`src/rtl/hid_rx_fifo_bank_pkg.sv`:
```
// Shared HID peripheral definitions: register offsets, status bit positions
// and the per-channel control register layout.
// Used by hid_rx_fifo_bank and hid_rx_fifo_chan.
package hid_periph_pkg;

  // Register offsets within a channel window, selected by hid_addr[3:2]
  localparam logic [1:0] REG_DATA   = 2'd0;
  localparam logic [1:0] REG_STATUS = 2'd1;
  localparam logic [1:0] REG_CTRL   = 2'd2;
  localparam logic [1:0] REG_CMD    = 2'd3;

  // STATUS and DATA bit positions
  localparam int unsigned ST_EMPTY       = 0;
  localparam int unsigned ST_FULL        = 1;
  localparam int unsigned ST_OVF         = 2;
  localparam int unsigned DATA_EMPTY_BIT = 31;

  // CTRL register contents
  typedef struct packed {
    logic [7:0] threshold;
    logic       ovf_irq_en;
    logic       irq_en;
  } ctrl_t;

endpackage

```
`src/rtl/hid_rx_fifo_bank_if.sv`:
```
// HID slave bus bundle for one data slot.
//   hid_en     : access strobe, already qualified by slot select
//   hid_we     : byte write enables (all zero = read)
//   hid_addr   : byte address, [7:4] channel, [3:2] register
//   hid_wrdata : write data
//   hid_rddata : registered read data from the slave
interface hid_rx_fifo_bank_if;
  logic        hid_en;
  logic [3:0]  hid_we;
  logic [7:0]  hid_addr;
  logic [31:0] hid_wrdata;
  logic [31:0] hid_rddata;

  modport master (output hid_en, hid_we, hid_addr, hid_wrdata, input hid_rddata);
  modport slave  (input hid_en, hid_we, hid_addr, hid_wrdata, output hid_rddata);
endinterface

```
`src/rtl/hid_rx_fifo_bank_chan.sv`:
```
// One receive FIFO channel: storage, pointers, occupancy count, sticky
// overflow, optional drop counter and the interrupt term.
// Optional feature macro: HID_RX_FIFO_DROPCNT_EN (16-bit saturating drop counter).
// Ports:
//   clk, rst        : clock, synchronous active-high reset
//   push_i/_data_i  : producer push strobe and data
//   pop_i           : pop request (ignored when empty)
//   flush_i         : empty the FIFO; wins over a same-cycle push
//   clr_ovf_i       : clear overflow (and drop counter when present)
//   ctrl_i          : threshold / interrupt enables
//   head_o, count_o, empty_o, full_o, ovf_o, dropcnt_o : channel state
//   irq_c           : interrupt term from current state (registered by the top)
module hid_rx_fifo_chan
  import hid_periph_pkg::*;
#(
  parameter  int unsigned DATA_W = 16,
  parameter  int unsigned DEPTH  = 16,
  localparam int unsigned CNT_W  = $clog2(DEPTH) + 1
) (
  input  logic              clk,
  input  logic              rst,
  input  logic              push_i,
  input  logic [DATA_W-1:0] push_data_i,
  input  logic              pop_i,
  input  logic              flush_i,
  input  logic              clr_ovf_i,
  input  ctrl_t             ctrl_i,
  output logic [DATA_W-1:0] head_o,
  output logic [CNT_W-1:0]  count_o,
  output logic              empty_o,
  output logic              full_o,
  output logic              ovf_o,
  output logic [15:0]       dropcnt_o,
  output logic              irq_c
);

  localparam int unsigned PTR_W = $clog2(DEPTH);

  logic [DATA_W-1:0] mem_q [DEPTH];
  logic [PTR_W-1:0]  wr_ptr_q, wr_ptr_d, rd_ptr_q, rd_ptr_d;
  logic [CNT_W-1:0]  count_q, count_d;
  logic              full_q, full_d, ovf_q, ovf_d;
  logic              empty, do_push, do_pop, drop, thr_hit;

  assign empty = (count_q == '0);

  // Next-state: a pop frees a slot for a same-cycle push even when full
  always_comb begin
    do_pop   = pop_i & ~empty;
    do_push  = push_i & (~full_q | do_pop) & ~flush_i;
    drop     = push_i & full_q & ~do_pop & ~flush_i;
    wr_ptr_d = wr_ptr_q;
    rd_ptr_d = rd_ptr_q;
    count_d  = count_q;
    ovf_d    = ovf_q;
    if (flush_i) begin
      wr_ptr_d = '0;
      rd_ptr_d = '0;
      count_d  = '0;
    end else begin
      if (do_push) wr_ptr_d = wr_ptr_q + PTR_W'(1);
      if (do_pop)  rd_ptr_d = rd_ptr_q + PTR_W'(1);
      if (do_push && !do_pop)      count_d = count_q + CNT_W'(1);
      else if (do_pop && !do_push) count_d = count_q - CNT_W'(1);
    end
    if (clr_ovf_i) ovf_d = 1'b0;
    if (drop)      ovf_d = 1'b1;
    full_d = (count_d == CNT_W'(DEPTH));
  end

  always_ff @(posedge clk) begin
    if (rst) begin
      wr_ptr_q <= '0;
      rd_ptr_q <= '0;
      count_q  <= '0;
      full_q   <= 1'b0;
      ovf_q    <= 1'b0;
    end else begin
      wr_ptr_q <= wr_ptr_d;
      rd_ptr_q <= rd_ptr_d;
      count_q  <= count_d;
      full_q   <= full_d;
      ovf_q    <= ovf_d;
    end
  end

  // Storage needs no reset; validity is tracked by the pointers
  always_ff @(posedge clk) begin
    if (do_push) mem_q[wr_ptr_q] <= push_data_i;
  end

`ifdef HID_RX_FIFO_DROPCNT_EN
  logic [15:0] dropcnt_q, dropcnt_d;

  // Saturating count of dropped pushes; a same-cycle clear counts the new drop
  always_comb begin
    dropcnt_d = dropcnt_q;
    if (clr_ovf_i) dropcnt_d = '0;
    if (drop && dropcnt_d != 16'hFFFF) dropcnt_d = dropcnt_d + 16'd1;
  end

  always_ff @(posedge clk) begin
    if (rst) dropcnt_q <= '0;
    else     dropcnt_q <= dropcnt_d;
  end

  assign dropcnt_o = dropcnt_q;
`else
  assign dropcnt_o = 16'h0000;
`endif

  // Thresholds above DEPTH can never be reached by count_q
  assign thr_hit = ctrl_i.irq_en & (ctrl_i.threshold != 8'd0) &
                   (16'(count_q) >= 16'(ctrl_i.threshold));
  assign irq_c   = thr_hit | (ctrl_i.ovf_irq_en & ovf_q);

  assign head_o  = mem_q[rd_ptr_q];
  assign count_o = count_q;
  assign empty_o = empty;
  assign full_o  = full_q;
  assign ovf_o   = ovf_q;

endmodule

```
`src/rtl/hid_rx_fifo_bank.sv`:
```
// Memory-mapped bank of CHANNELS receive FIFOs in one HID data slot.
// Optional feature macro: HID_RX_FIFO_DROPCNT_EN (per-channel drop counter on CMD read).
// Ports:
//   hid_clk, hid_rst : clock, synchronous active-high reset
//   bus              : HID slave bus (hid_en/we/addr/wrdata in, hid_rddata out)
//   wr_valid/wr_data : per-channel producer pushes, channel c at [c*DATA_W +: DATA_W]
//   full             : per-channel full flag
//   irq, irq_any     : per-channel interrupt and their OR, registered
module hid_rx_fifo_bank
  import hid_periph_pkg::*;
#(
  parameter  int unsigned CHANNELS = 4,
  parameter  int unsigned DATA_W   = 16,
  parameter  int unsigned DEPTH    = 16,
  localparam int unsigned CNT_W    = $clog2(DEPTH) + 1
) (
  input  logic                       hid_clk,
  input  logic                       hid_rst,
  hid_rx_fifo_bank_if.slave          bus,
  input  logic [CHANNELS-1:0]        wr_valid,
  input  logic [CHANNELS*DATA_W-1:0] wr_data,
  output logic [CHANNELS-1:0]        full,
  output logic [CHANNELS-1:0]        irq,
  output logic                       irq_any
);

  logic [3:0]          ch_idx;
  logic [1:0]          reg_sel;
  logic                rd_en, wr_en;
  logic [CHANNELS-1:0] sel, pop, flush, clr_ovf, empty, ovf, irq_c;
  logic [DATA_W-1:0]   head    [CHANNELS];
  logic [CNT_W-1:0]    count   [CHANNELS];
  logic [15:0]         dropcnt [CHANNELS];
  ctrl_t               ctrl_q  [CHANNELS];
  ctrl_t               ctrl_d  [CHANNELS];
  logic [31:0]         rddata_q, rddata_d;
  logic [CHANNELS-1:0] irq_q;
  logic                irq_any_q;
  logic                unused_bits;

  assign ch_idx      = bus.hid_addr[7:4];
  assign reg_sel     = bus.hid_addr[3:2];
  assign rd_en       = bus.hid_en & ~(|bus.hid_we);
  assign wr_en       = bus.hid_en &  (|bus.hid_we);
  assign unused_bits = ^{bus.hid_addr[1:0], bus.hid_wrdata[31:16], bus.hid_wrdata[7:2]};

  // Address decode; channels past CHANNELS match no sel bit
  always_comb begin
    for (int c = 0; c < CHANNELS; c++) begin
      sel[c]     = (ch_idx == 4'(c));
      pop[c]     = rd_en & sel[c] & (reg_sel == REG_DATA);
      flush[c]   = wr_en & sel[c] & (reg_sel == REG_CMD) & bus.hid_wrdata[1];
      clr_ovf[c] = wr_en & sel[c] & (reg_sel == REG_CMD) & bus.hid_wrdata[0];
      ctrl_d[c]  = ctrl_q[c];
      if (wr_en && sel[c] && reg_sel == REG_CTRL) begin
        if (bus.hid_we[0]) begin
          ctrl_d[c].ovf_irq_en = bus.hid_wrdata[1];
          ctrl_d[c].irq_en     = bus.hid_wrdata[0];
        end
        if (bus.hid_we[1]) ctrl_d[c].threshold = bus.hid_wrdata[15:8];
      end
    end
  end

  // Read mux; DATA reports emptiness sampled before the pop
  always_comb begin
    rddata_d = '0;
    for (int c = 0; c < CHANNELS; c++) begin
      if (sel[c]) begin
        case (reg_sel)
          REG_DATA: begin
            rddata_d[DATA_EMPTY_BIT] = empty[c];
            if (!empty[c]) rddata_d[DATA_W-1:0] = head[c];
          end
          REG_STATUS: begin
            rddata_d[31:16]    = 16'(count[c]);
            rddata_d[ST_OVF]   = ovf[c];
            rddata_d[ST_FULL]  = full[c];
            rddata_d[ST_EMPTY] = empty[c];
          end
          REG_CTRL: begin
            rddata_d[15:8] = ctrl_q[c].threshold;
            rddata_d[1]    = ctrl_q[c].ovf_irq_en;
            rddata_d[0]    = ctrl_q[c].irq_en;
          end
          default: rddata_d[15:0] = dropcnt[c];
        endcase
      end
    end
  end

  always_ff @(posedge hid_clk) begin
    if (hid_rst) begin
      rddata_q  <= '0;
      irq_q     <= '0;
      irq_any_q <= 1'b0;
      for (int c = 0; c < CHANNELS; c++) ctrl_q[c] <= '0;
    end else begin
      if (rd_en) rddata_q <= rddata_d;
      irq_q     <= irq_c;
      irq_any_q <= |irq_c;
      for (int c = 0; c < CHANNELS; c++) ctrl_q[c] <= ctrl_d[c];
    end
  end

  for (genvar c = 0; c < CHANNELS; c++) begin : g_chan
    hid_rx_fifo_chan #(
      .DATA_W (DATA_W),
      .DEPTH  (DEPTH)
    ) u_chan (
      .clk         (hid_clk),
      .rst         (hid_rst),
      .push_i      (wr_valid[c]),
      .push_data_i (wr_data[c*DATA_W +: DATA_W]),
      .pop_i       (pop[c]),
      .flush_i     (flush[c]),
      .clr_ovf_i   (clr_ovf[c]),
      .ctrl_i      (ctrl_q[c]),
      .head_o      (head[c]),
      .count_o     (count[c]),
      .empty_o     (empty[c]),
      .full_o      (full[c]),
      .ovf_o       (ovf[c]),
      .dropcnt_o   (dropcnt[c]),
      .irq_c       (irq_c[c])
    );
  end

  assign bus.hid_rddata = rddata_q;
  assign irq            = irq_q;
  assign irq_any        = irq_any_q;

endmodule

```
`src/flat_wrapper.sv`:
```
// flat-port wrapper written by rule: the top's interface ports become plain ports
module hid_rx_fifo_bank_flat import hid_periph_pkg::*;
#(
  parameter  int unsigned CHANNELS = 4,
  parameter  int unsigned DATA_W   = 16,
  parameter  int unsigned DEPTH    = 16,
  localparam int unsigned CNT_W    = $clog2(DEPTH) + 1
)
  (hid_clk, hid_rst, wr_valid, wr_data, full, irq, irq_any, bus_hid_en, bus_hid_we, bus_hid_addr, bus_hid_wrdata, bus_hid_rddata);
  hid_rx_fifo_bank_if bus_i ();
  input  logic hid_clk;
  input  logic hid_rst;
  input  logic [CHANNELS-1:0] wr_valid;
  input  logic [CHANNELS*DATA_W-1:0] wr_data;
  output logic [CHANNELS-1:0] full;
  output logic [CHANNELS-1:0] irq;
  output logic irq_any;
  input wire logic [$bits(bus_i.hid_en)-1:0] bus_hid_en;
  input wire logic [$bits(bus_i.hid_we)-1:0] bus_hid_we;
  input wire logic [$bits(bus_i.hid_addr)-1:0] bus_hid_addr;
  input wire logic [$bits(bus_i.hid_wrdata)-1:0] bus_hid_wrdata;
  output wire logic [$bits(bus_i.hid_rddata)-1:0] bus_hid_rddata;
  assign bus_i.hid_en = bus_hid_en;
  assign bus_i.hid_we = bus_hid_we;
  assign bus_i.hid_addr = bus_hid_addr;
  assign bus_i.hid_wrdata = bus_hid_wrdata;
  assign bus_hid_rddata = bus_i.hid_rddata;
  hid_rx_fifo_bank #(.CHANNELS(CHANNELS), .DATA_W(DATA_W), .DEPTH(DEPTH)) u_core (.hid_clk(hid_clk), .hid_rst(hid_rst), .bus(bus_i), .wr_valid(wr_valid), .wr_data(wr_data), .full(full), .irq(irq), .irq_any(irq_any));
endmodule
```
`config.mk`:
```
export PLATFORM = sky130hd
export DESIGN_NAME = hid_rx_fifo_bank_flat
export DESIGN_NICKNAME = d
export VERILOG_FILES = /design/src/rtl/hid_rx_fifo_bank_pkg.sv /design/src/rtl/hid_rx_fifo_bank_if.sv /design/src/rtl/hid_rx_fifo_bank_chan.sv /design/src/rtl/hid_rx_fifo_bank.sv /design/src/flat_wrapper.sv
export SDC_FILE = /design/constraint.sdc
export NUM_CORES = 1
export LEC_CHECK = 0
export BUFFER_PORTS_ARGS = -buffer_cell sky130_fd_sc_hd__buf_2
export CORE_MARGIN = 2
export CORE_UTILIZATION = 50
export DETAILED_ROUTE_END_ITERATION = 16
export GPL_TIMING_DRIVEN = 0
export PLACE_DENSITY = 0.66
export SYNTH_ARGS = -nofsm -noshare
export SYNTH_HDL_FRONTEND = slang
export SYNTH_HIERARCHICAL = 1
export SYNTH_SLANG_ARGS = --single-unit
```
`constraint.sdc`:
```
create_clock -name hid_clk -period 4.93 [get_ports hid_clk]
set_clock_uncertainty 0.05 [all_clocks]
set_input_delay 0.493 -clock hid_clk [delete_from_list [all_inputs] [get_ports hid_clk]]
set_output_delay 0.493 -clock hid_clk [all_outputs]
set_load 0.01 [all_outputs]
```
# Word-level counts from Yosys, hierarchy flattened
# Memory sizes are Yosys's and may differ from the RTL's. A register that Yosys moved wholly into a read port is not among the register bits.
# Index checks and enable logic that the tools add are counted.
# W data, S select, Z words.
# totals
in_bits,115
out_inout_bits,41
mem_count,5
ramBits,1064
register_bits,97
wordCells,285
# mem_list
memory,words,word_bits,read_ports,rd_ports_with_merged_regs,write_ports,line_no,rtl
u_core.g_chan[0].u_chan.mem_q,16,16,1,1,1,hid_rx_fifo_bank_chan.sv:39,logic [DATA_W-1:0] mem_q [DEPTH];
u_core.g_chan[1].u_chan.mem_q,16,16,1,1,1,hid_rx_fifo_bank_chan.sv:39,
u_core.g_chan[2].u_chan.mem_q,16,16,1,1,1,hid_rx_fifo_bank_chan.sv:39,
u_core.g_chan[3].u_chan.mem_q,16,16,1,1,1,hid_rx_fifo_bank_chan.sv:39,
u_core.ctrl_q,4,10,4,0,4,hid_rx_fifo_bank.sv:34,ctrl_t ctrl_q [CHANNELS];
# op_classes
n_bitwise,91
n_eq_ne,10
n_reduce_logical,45
n_lt_le_gt_ge,4
n_addsub,16
n_mux,91
# ops
op,n
$mux W16,8
$mux W32,4
$mux W10,8
$pmux W8 S3,3
$mux W5,14
$and A1 B1 Y1,62
$mux W15,3
$add A4 B1 Y4 const B,8
$ge A5 B8 Y1,4
$mux W4,8
$mux W8,4
$reduce_bool A8 Y1,4
$pmux W5 S2,3
$pmux W2 S3,4
$add A5 B1 Y5 const B,4
$eq A5 B5 Y1 const B,4
$logic_not A5 Y1,4
$mux W1,20
$sub A5 B1 Y5 const B,4
$not A1 Y1,17
$logic_and A1 B1 Y1,16
$pmux W8 S2,1
$or A1 B1 Y1,12
$reduce_or A2 Y1,5
12 further kinds,33

# Longest topological paths before layout
# Gate-level depths: netlist (run 1).
# depth
depth_word,17
mapped_depth,11
mapped_depth_nobuf,10

# Hierarchy
# Netlist (run 1), hierarchy kept.
# by_module_without_submodules
mod,cells_each,area_each_um2,seq_area_each_um2,n_inst
hid_rx_fifo_chan at u_core.g_chan[0].u_chan ...,517,10887.9,8067.7,3
hid_rx_fifo_chan at u_core.g_chan[3].u_chan,517,10903.0,8067.7,1
hid_rx_fifo_bank,611,4327.9,1341.3,1

# Least setup slack after synthesis (run 1)
# OpenSTA, ideal clock, no wires.
# synth_timing
path_type,input -> register
from,in bus_hid_we[1]
to,mem u_core.g_chan[3].u_chan.mem_q[0][0] (enable)
path_buffers,2
t_required_ns,4.471
t_arrival_ns,3.409
slack_ns,1.062
setup_time_ns,0.409
path_stages,10
path_cell_list,nor4_2 and2_1 buf_2 buf_2 nand2_1 nor2_1 nand2_1 a21oi_1 nand2_1 nor3_1
# synth_via
elab_chain_len,11
elab_cells_between_ends,16
cone_classes,2 x mux; 13 x bitwise; 1 x reduce/logical
# synth_lines
element,line_no,rtl
start: declaration,flat_wrapper.sv:19,input wire logic [$bits(bus_i.hid_we)-1:0] bus_hid_we;
$reduce_or A4 Y1,hid_rx_fifo_bank.sv:43,assign rd_en = bus.hid_en & ~(|bus.hid_we);
$not A1 Y1,hid_rx_fifo_bank.sv:43,
$and A1 B1 Y1,hid_rx_fifo_bank.sv:43,
$and A1 B1 Y1 (2 in series),hid_rx_fifo_bank.sv:51,pop[c] = rd_en & sel[c] & (reg_sel == REG_DATA);
via u_core.pop[3],hid_rx_fifo_bank.sv:30,"logic [CHANNELS-1:0] sel, pop, flush, clr_ovf, empty, ovf, irq_c;"
$and A1 B1 Y1,hid_rx_fifo_bank_chan.sv:49,do_pop = pop_i & ~empty;
$or A1 B1 Y1,hid_rx_fifo_bank_chan.sv:50,do_push = push_i & (~full_q | do_pop) & ~flush_i;
$and A1 B1 Y1 (2 in series),hid_rx_fifo_bank_chan.sv:50,
$mux W1,hid_rx_fifo_bank_chan.sv:89,if (do_push) mem_q[wr_ptr_q] <= push_data_i;
$mux W1 (implied by the code),hid_rx_fifo_bank_chan.sv:89,
end: declaration,hid_rx_fifo_bank_chan.sv:39,
# The timed path passes the listed nets, and every way through them passes these cells.

# Worst setup path after layout (run 1)
# layout_timing
from,in bus_hid_we[1]
to,mem u_core.g_chan[2].u_chan.mem_q[3][1] (enable)
# layout_via
elab_chain_len,11
elab_cells_between_ends,16
cone_classes,2 x mux; 13 x bitwise; 1 x reduce/logical
# layout_lines
element,line_no
$reduce_or A4 Y1,hid_rx_fifo_bank.sv:43
$not A1 Y1,hid_rx_fifo_bank.sv:43
$and A1 B1 Y1,hid_rx_fifo_bank.sv:43
$and A1 B1 Y1 (2 in series),hid_rx_fifo_bank.sv:51
via u_core.pop[2],hid_rx_fifo_bank.sv:30
$and A1 B1 Y1,hid_rx_fifo_bank_chan.sv:49
$or A1 B1 Y1,hid_rx_fifo_bank_chan.sv:50
$and A1 B1 Y1 (2 in series),hid_rx_fifo_bank_chan.sv:50
$mux W1,hid_rx_fifo_bank_chan.sv:89
$mux W1 (implied by the code),hid_rx_fifo_bank_chan.sv:89
end: declaration,hid_rx_fifo_bank_chan.sv:39
# The timed path passes the listed nets, and every way through them passes these cells.

==> results.yml, run 1 <==
status:
  status: "finished clean"
power_and_ir_drop:
  pwr-share-clk: 0.427
  power_frac_seq: 0.531
  power_leakage_nw: 17.8
  p_int_mw: 16.3
  switching_power_mw: 4.24
  p_total_mw: 20.6
  switching_share: 0.206
  powerDensity_nw_per_um2: 371
  power_frac_comb: 0.042
  ir_drop_mv: 0.285
grt:
  antenna_found_initial: 23
  grt_max_degree: 20
  overflow: 0
  grt_util_all_layers: 0.251
  grt_pass1_wl_um: 179000
  grt_pass1_vias: 26500
floorplan:
  num_io_pins: 156
  rows: 113
  dieWidth_um: 314
  start_util: 0.504
  die_h_um: 314
  die_area_um2: 98300
  core_um2: 95000
synth:
  ys_seq_area_frac: 0.702
  synthAdderAreaFrac: 0.0152
  ys.flop_type: "edfxtp_1"
  synth_top_family_by_area: "multiplexers"
  post_synth_instance_area_um2: 47900
  synthTopCellsByArea: "edfxtp_1, mux4_2, dfxtp_1"
  synth_top_area_frac: 0.642
  synth_cell_types: 74
  synth_compound_area_frac: 0.0443
  synth-async-reset-ratio: 0
  synthXorXnorAreaFrac: 0.00530
  synthCells: 2679
  synth_top_cell_by_area: "edfxtp_1"
  yosysWarningCount: 6
  synth_edf_count: 1024
  synth_mux_area_frac: 0.153
  synth_area_per_cell_um2: 17.9
  ys_ff_latch: 1167
  synth-simple-area-share: 0.0510
sta:
  fin_crit_ns: 4.43
  fmax_ghz: 0.226
  rsz0062_at_grt: "no"
  drv_slew: 0
  fin_crit_sh: 0.899
  hold_viol: 0
  setup_viol: 0
  worst_pin_slew_ns: 1.32
  slew_headroom: 0.121
critical_path:
  arrival_ns: 4.78
  cpPeakStageDelay_ns: 0.90
  crit_path_end_kind: "flop"
  path_class: "input port to flop"
  cp_slowest_cell: "nor3_2"
  cp.required_ns: 5.28
  cp_cell_sequence: "buf_2 > nor4_2 > and2_1 > buf_2 > buf_2 > nand2_1 > nor2_1 > inv_1 > o21ai_0 > nand3_1 > nor3_2 > buf_6"
  critPathLaunchType: "input port"
  crit_path_frequent_cell: "buf_2"
  cp_max_fo: 10
finish:
  syn2layout_area_growth_pct: 15.8
  final_net_count: 3216
  fin_util: 0.584
  drive_gt1_frac: 0.284
  postLayoutCellArea_um2: 55400
drt:
  vias: 26300
  drc_errors: 0
  drt-wirelength-per-cell_um: 27.7
  drt-vias-per-instance: 5.96
  drt-initial-drc-count: 2635
  routed_wirelength_um: 122000
  ant_nets: 0
  first_pass_iters: 5
cts:
  cts_tree: "yes"
  clock_latency_ns: 0.71
  post_cts_buffers: 0
  path_clk_slew_ns: 0.07
  cts_buffer_depth: 3
  cts.sinks: 1167
  ctsResizeCount: 0
  clk_root_buffer_cell: "clkbuf_16"
  cts-buffers-inserted: 112
  hold_buffers: 0
  cts_max_level: 3
min_path:
  hold_class: "input port to flop"
run:
  cap_viol_max_count: 0
placed_design:
  place_congestion: 1.02
  dp_hpwl_um: 85000
  dpl_cell_area_um2: 51600
  io_buffers: 117
-- critical path: cells and delay by family --
family / cells / cell delay (ns)
AO/OA/AOI/OAI: 1 / 0.47
buffers and inverters: 5 / 1.03
AND/OR/NAND/NOR: 6 / 2.75
-- path summary, 6_finish.rpt --
check	start	slack [ns]	to	cells after the start
setup / recovery	bus_hid_we[1]	0.50	u_core/g_chan[2].u_chan/mem_q[3][1]$_DFFE_PP_	12
hold / removal	bus_hid_wrdata[0]	0.05	u_core/ctrl_q[1][0]$_SDFFE_PP0P_	3
setup reg to reg	flop	0.79	u_core/bus.hid_rddata[5]$_SDFFE_PP0P_	8
hold reg to reg	u_core/g_chan[3].u_chan/rd_ptr_q[1]$_SDFFE_PP0P_	0.44	flop	2
-- sequential cells by signal, summed over array words and instances, names as in the netlist, named ones only --
signal                         flops
u_core/ctrl_q                     40
u_core/g_chan.u_chan/mem_q      1024
u_core/g_chan.u_chan/ovf_o         4
u_core/g_chan.u_chan/full_o        4
u_core/irq_any                     1
u_core/g_chan.u_chan/count_o      20
u_core/irq                         4
u_core/bus.hid_rddata             22
u_core/g_chan.u_chan/wr_ptr_q     16
u_core/g_chan.u_chan/rd_ptr_q     16
-- cells by family (layout without fill, tap and decap cells) --
logic type | Yosys count | count (layout)
flip-flops | 1167 | 1167
AND/OR/NAND/NOR | 491 | 491
multiplexers | 330 | 330
AO/OA/AOI/OAI | 329 | 329
buffers and inverters | 270 | 661
adder cells (fa/ha/maj) | 58 | 58
XOR/XNOR | 29 | 29
other | 5 | 77
-- through the flow --
stage          cells  hold WS (ns)  setup WS [ns]  TNS, ns
2_1_floorplan   2748         0.409           1.06        0
3_3_place_gp    4130         0.420          -1.20  -590.62
3_5_place_dp    4194         0.435         -0.110    -1.79
4_1_cts         4404        0.0132          0.611        0
5_1_grt         4405        0.0384          0.189        0
6_report        4407        0.0548          0.500        0
-- cells in the mapped netlist (all sizes together) (10+ instances only) --
cell,number
inv,51
edfxtp,1024
a221oi,36
nand2b,24
buf,143
nor3,34
a211oi,15
nor2b,37
xor2,14
ha,58
a2bb2oi,11
a21oi,87
o21ai,108
dfxtp,143
nand2,141
nor4,10
a22oi,12
clkbuf,75
nand3,23
nor2,161
xnor2,15
mux4,322
-- power groups by stage --
stage          clock network (mW)  logic (mW)  registers (mW)
5_1_grt                      9.31       0.919            10.9
4_1_cts                      8.95       0.846            10.9
3_5_place_dp                    0       0.840            11.1
3_3_place_gp                    0       0.777            11.1
2_1_floorplan                   0       0.445            11.1
6_report                     8.78       0.853            10.9
-- layout by cell type (no fill, tap or decap), drive strengths merged, types with 74 or more instances in the layout --
| master | netlist | final |
|---|---|---|
| nand2 | 141 | 141 |
| a21oi | 87 | 87 |
| mux4 | 322 | 322 |
| conb | 5 | 74 |
| dfxtp | 143 | 143 |
| nor2 | 161 | 161 |
| o21ai | 108 | 108 |
| edfxtp | 1024 | 1024 |
| buf | 143 | 324 |
| clkbuf | 75 | 221 |
-- metal layers --
layer | GRT usage | vias to the layer above | wire length (um) | part of all wire
li1 | - | 11300 | - | -
met1 | 0.343 | 13600 | 49800 | 0.41
met3 | 0.0550 | 243 | 9320 | 0.076
met5 | 0 | - | 126 | 0.0010
met2 | 0.412 | 1052 | 59400 | 0.49
met4 | 0.0686 | 20 | 3470 | 0.028
-- layout make-up --
type / instances / area (um2)
well taps: 1265 / 1580
flip-flops and latches: 1167 / 33600
inverters: 52 / 200
clock inverters: 64 / 661
repair buffers: 181 / 1710
plain buffers: 218 / 1190
diodes: 3 / 7.51
fillers: 7079 / 39600
multi-input cells: 1311 / 13400
clock buffers: 146 / 3130
(Power assumes the default switching activity.)
==> run 2: changes to the inputs <==
--- a/config.mk
+++ b/config.mk
@@ -5,6 +5,7 @@
 export SDC_FILE = /design/constraint.sdc
 export NUM_CORES = 1
 export LEC_CHECK = 0
+export ABC_AREA = 1
 export BUFFER_PORTS_ARGS = -buffer_cell sky130_fd_sc_hd__buf_2
 export CORE_MARGIN = 2
 export CORE_UTILIZATION = 50
==> run 2 against run 1 <==
Flip-flop and latch count unchanged. Combinational power up 21%. Synthesized area up 6.9%. Via count up 33%. Count of clock-buffer cells in the layout up 7. Fmax up 15%. Die area up 6.8%. Final cell count up 39%. Critical path type unchanged. Sequential power about the same. Routed wire length up 17%. Largest cell class unchanged. Sequential share of layout area down 3.3 points. Global-route usage up 2.0 points.
==> results.yml, run 2 <==
status:
  status: "finished clean"
synth:
  post_synth_instance_area_um2: 51200
  synthTopCellsByArea: "edfxtp_1, dfxtp_1, mux2i_1"
  synth_top_cell_by_area: "edfxtp_1"
  ys_seq_area_frac: 0.657
  synth_area_per_cell_um2: 11.9
  synth_cell_types: 50
  ys.flop_type: "edfxtp_1"
  ys_ff_latch: 1167
  yosysWarningCount: 6
  yosysMostFrequentCell: "edfxtp_1"
  synth_edf_count: 1024
  synth-async-reset-ratio: 0
  synth_top_area_frac: 0.601
  yosys-top-cells-count: "edfxtp_1, inv_1, o21ai_0"
  synthCells: 4297
placed_design:
  dp_hpwl_um: 99100
  post-place-ws_ns: 0.480
  io_buffers: 121
  place_congestion: 0.956
sta:
  finalWorstSetupSlack_ns: 1.07
  tns_ns: 0
  worst_pin_slew_ns: 1.03
  fin_crit_ns: 3.86
  fin_crit_sh: 0.783
  hold_viol: 0
  slew_headroom: 0.312
  rsz0062_at_grt: "no"
  drv_slew: 0
  setup_viol: 0
  fmax_ghz: 0.259
grt:
  antenna_found_initial: 19
  overflow: 0
  grt_pass1_wl_um: 210000
  grt_max_degree: 26
  grt_util_all_layers: 0.271
  grt_pass1_vias: 33400
drt:
  routed_wirelength_um: 143000
  drc_errors: 0
  drt-initial-drc-count: 3661
  first_pass_iters: 8
  drt-vias-per-instance: 5.70
  ant_nets: 0
  drt-wirelength-per-cell_um: 23.2
  vias: 34900
finish:
  final_net_count: 4835
  fin_util: 0.577
  syn2layout_area_growth_pct: 14.5
  top_register: "u_core/g_chan.u_chan/mem_q"
  register_area_um2: 33600
  final_common_cell: "edfxtp_1"
  fillers: 8347
  drive_gt1_frac: 0.143
  multi_input_area_um2: 14400
  largest_reg_flops: 1024
  layout_common_cells: "edfxtp_1, inv_1, o21ai_0"
floorplan:
  dieWidth_um: 324
  num_io_pins: 156
  rows: 117
  core_um2: 102000
  die_h_um: 324
  start_util: 0.504
  die_area_um2: 105000
critical_path:
  path_class: "input port to flop"
  critPathLaunchType: "input port"
  arrival_ns: 4.13
  cp.required_ns: 5.20
  cp_max_fo: 16
  crit_path_end_kind: "flop"
cts:
  cts_max_level: 3
  clock_latency_ns: 0.73
  cts_tree: "yes"
  clk_root_buffer_cell: "clkbuf_16"
  post_cts_buffers: 0
  cts_buffer_depth: 3
  cts-buffers-inserted: 116
  path_clk_slew_ns: 0.06
  cts.sinks: 1167
  hold_buffers: 0
  ctsResizeCount: 0
power_and_ir_drop:
  p_int_mw: 16.2
  switching_share: 0.217
  power_frac_seq: 0.530
  power_leakage_nw: 20.7
  powerDensity_nw_per_um2: 352
  power_frac_comb: 0.050
  ir_drop_mv: 0.308
  pwr-share-clk: 0.420
  switching_power_mw: 4.47
run:
  cap_viol_max_count: 0
min_path:
  hold_class: "input port to flop"
## run 2: kinds of logic (layout without fill, tap and decap cells)
family                   after synthesis  after routing  share of synthesized area
XOR/XNOR                              16             16                    0.00274
flip-flops                          1167           1167                      0.657
buffers and inverters                776           1170                     0.0700
multiplexers                         256            256                     0.0501
AND/OR/NAND/NOR                      922            922                     0.0822
adder cells (fa/ha/maj)               58             58                     0.0142
other                                  5             79                   0.000367
AO/OA/AOI/OAI                       1097           1097                      0.124
## run 2: metal layers
metal	GRT usage	routed length, um	vias up
li1	-	-	16100
met1	0.372	58700	17100
met2	0.432	66200	1523
met3	0.0546	13300	250
met4	0.0899	4210	16
met5	0	105	-
## run 2: area by class of cell
| cell class | count | share of cell area |
|---|---|---|
| well taps | 1368 | 0.0292 |
| multi-input cells | 2423 | 0.246 |
| clock inverters | 63 | 0.0101 |
| repair buffers | 178 | 0.0265 |
| plain buffers | 305 | 0.0309 |
| clock buffers | 153 | 0.0537 |
| inverters | 471 | 0.0302 |
| diodes | 5 | 0.000213 |
| flip-flops and latches | 1167 | 0.573 |
## run 2: power groups by stage
| stage | Combinational [mW] | Clock [mW] | Sequential, mW |
|---|---|---|---|
| floorplan | 0.546 | 0 | 11.1 |
| global placement | 0.945 | 0 | 11.1 |
| detailed placement | 1.01 | 0 | 11.1 |
| CTS | 1.01 | 8.80 | 10.9 |
| global route | 1.13 | 9.19 | 10.9 |
| finish | 1.03 | 8.68 | 10.9 |
## run 2: through the flow
stage	cell area [um2]	std cells	power [mW]	hold WS [ns]
2_1_floorplan	51500	4366	11.7	0.384
3_3_place_gp	53800	5855	12.1	0.401
3_5_place_dp	54900	5912	12.2	0.408
4_1_cts	58600	6128	20.8	0.0135
5_1_grt	58600	6130	21.3	0.0707
6_report	58600	6133	20.6	0.0693
## run 2: final timing paths
kind / cells after the start / slack [ns] / startpoint / endpoint
max reg2reg: 19 / 1.74 / flop / u_core/bus.hid_rddata[10]$_SDFFE_PP0P_
max: 13 / 1.07 / bus_hid_we[1] / u_core/g_chan[0].u_chan/mem_q[8][7]$_DFFE_PP_
min reg2reg: 2 / 0.42 / u_core/g_chan[2].u_chan/rd_ptr_q[3]$_SDFFE_PP0P_ / u_core/g_chan[2].u_chan/rd_ptr_q[3]$_SDFFE_PP0P_
min: 3 / 0.07 / bus_hid_wrdata[0] / u_core/ctrl_q[0][0]$_SDFFE_PP0P_
## run 2: worst max-delay path: stages
cell and delay, ns:
buf_2 0.20, nor4_4 0.33, nand2_1 0.29, inv_2 0.22
buf_2 0.32, nand2_1 0.31, nor2_1 0.48, nand2_4 0.17
nand2_2 0.09, nand2_2 0.09, inv_2 0.11, nand2_1 0.19
nor2_2 0.82
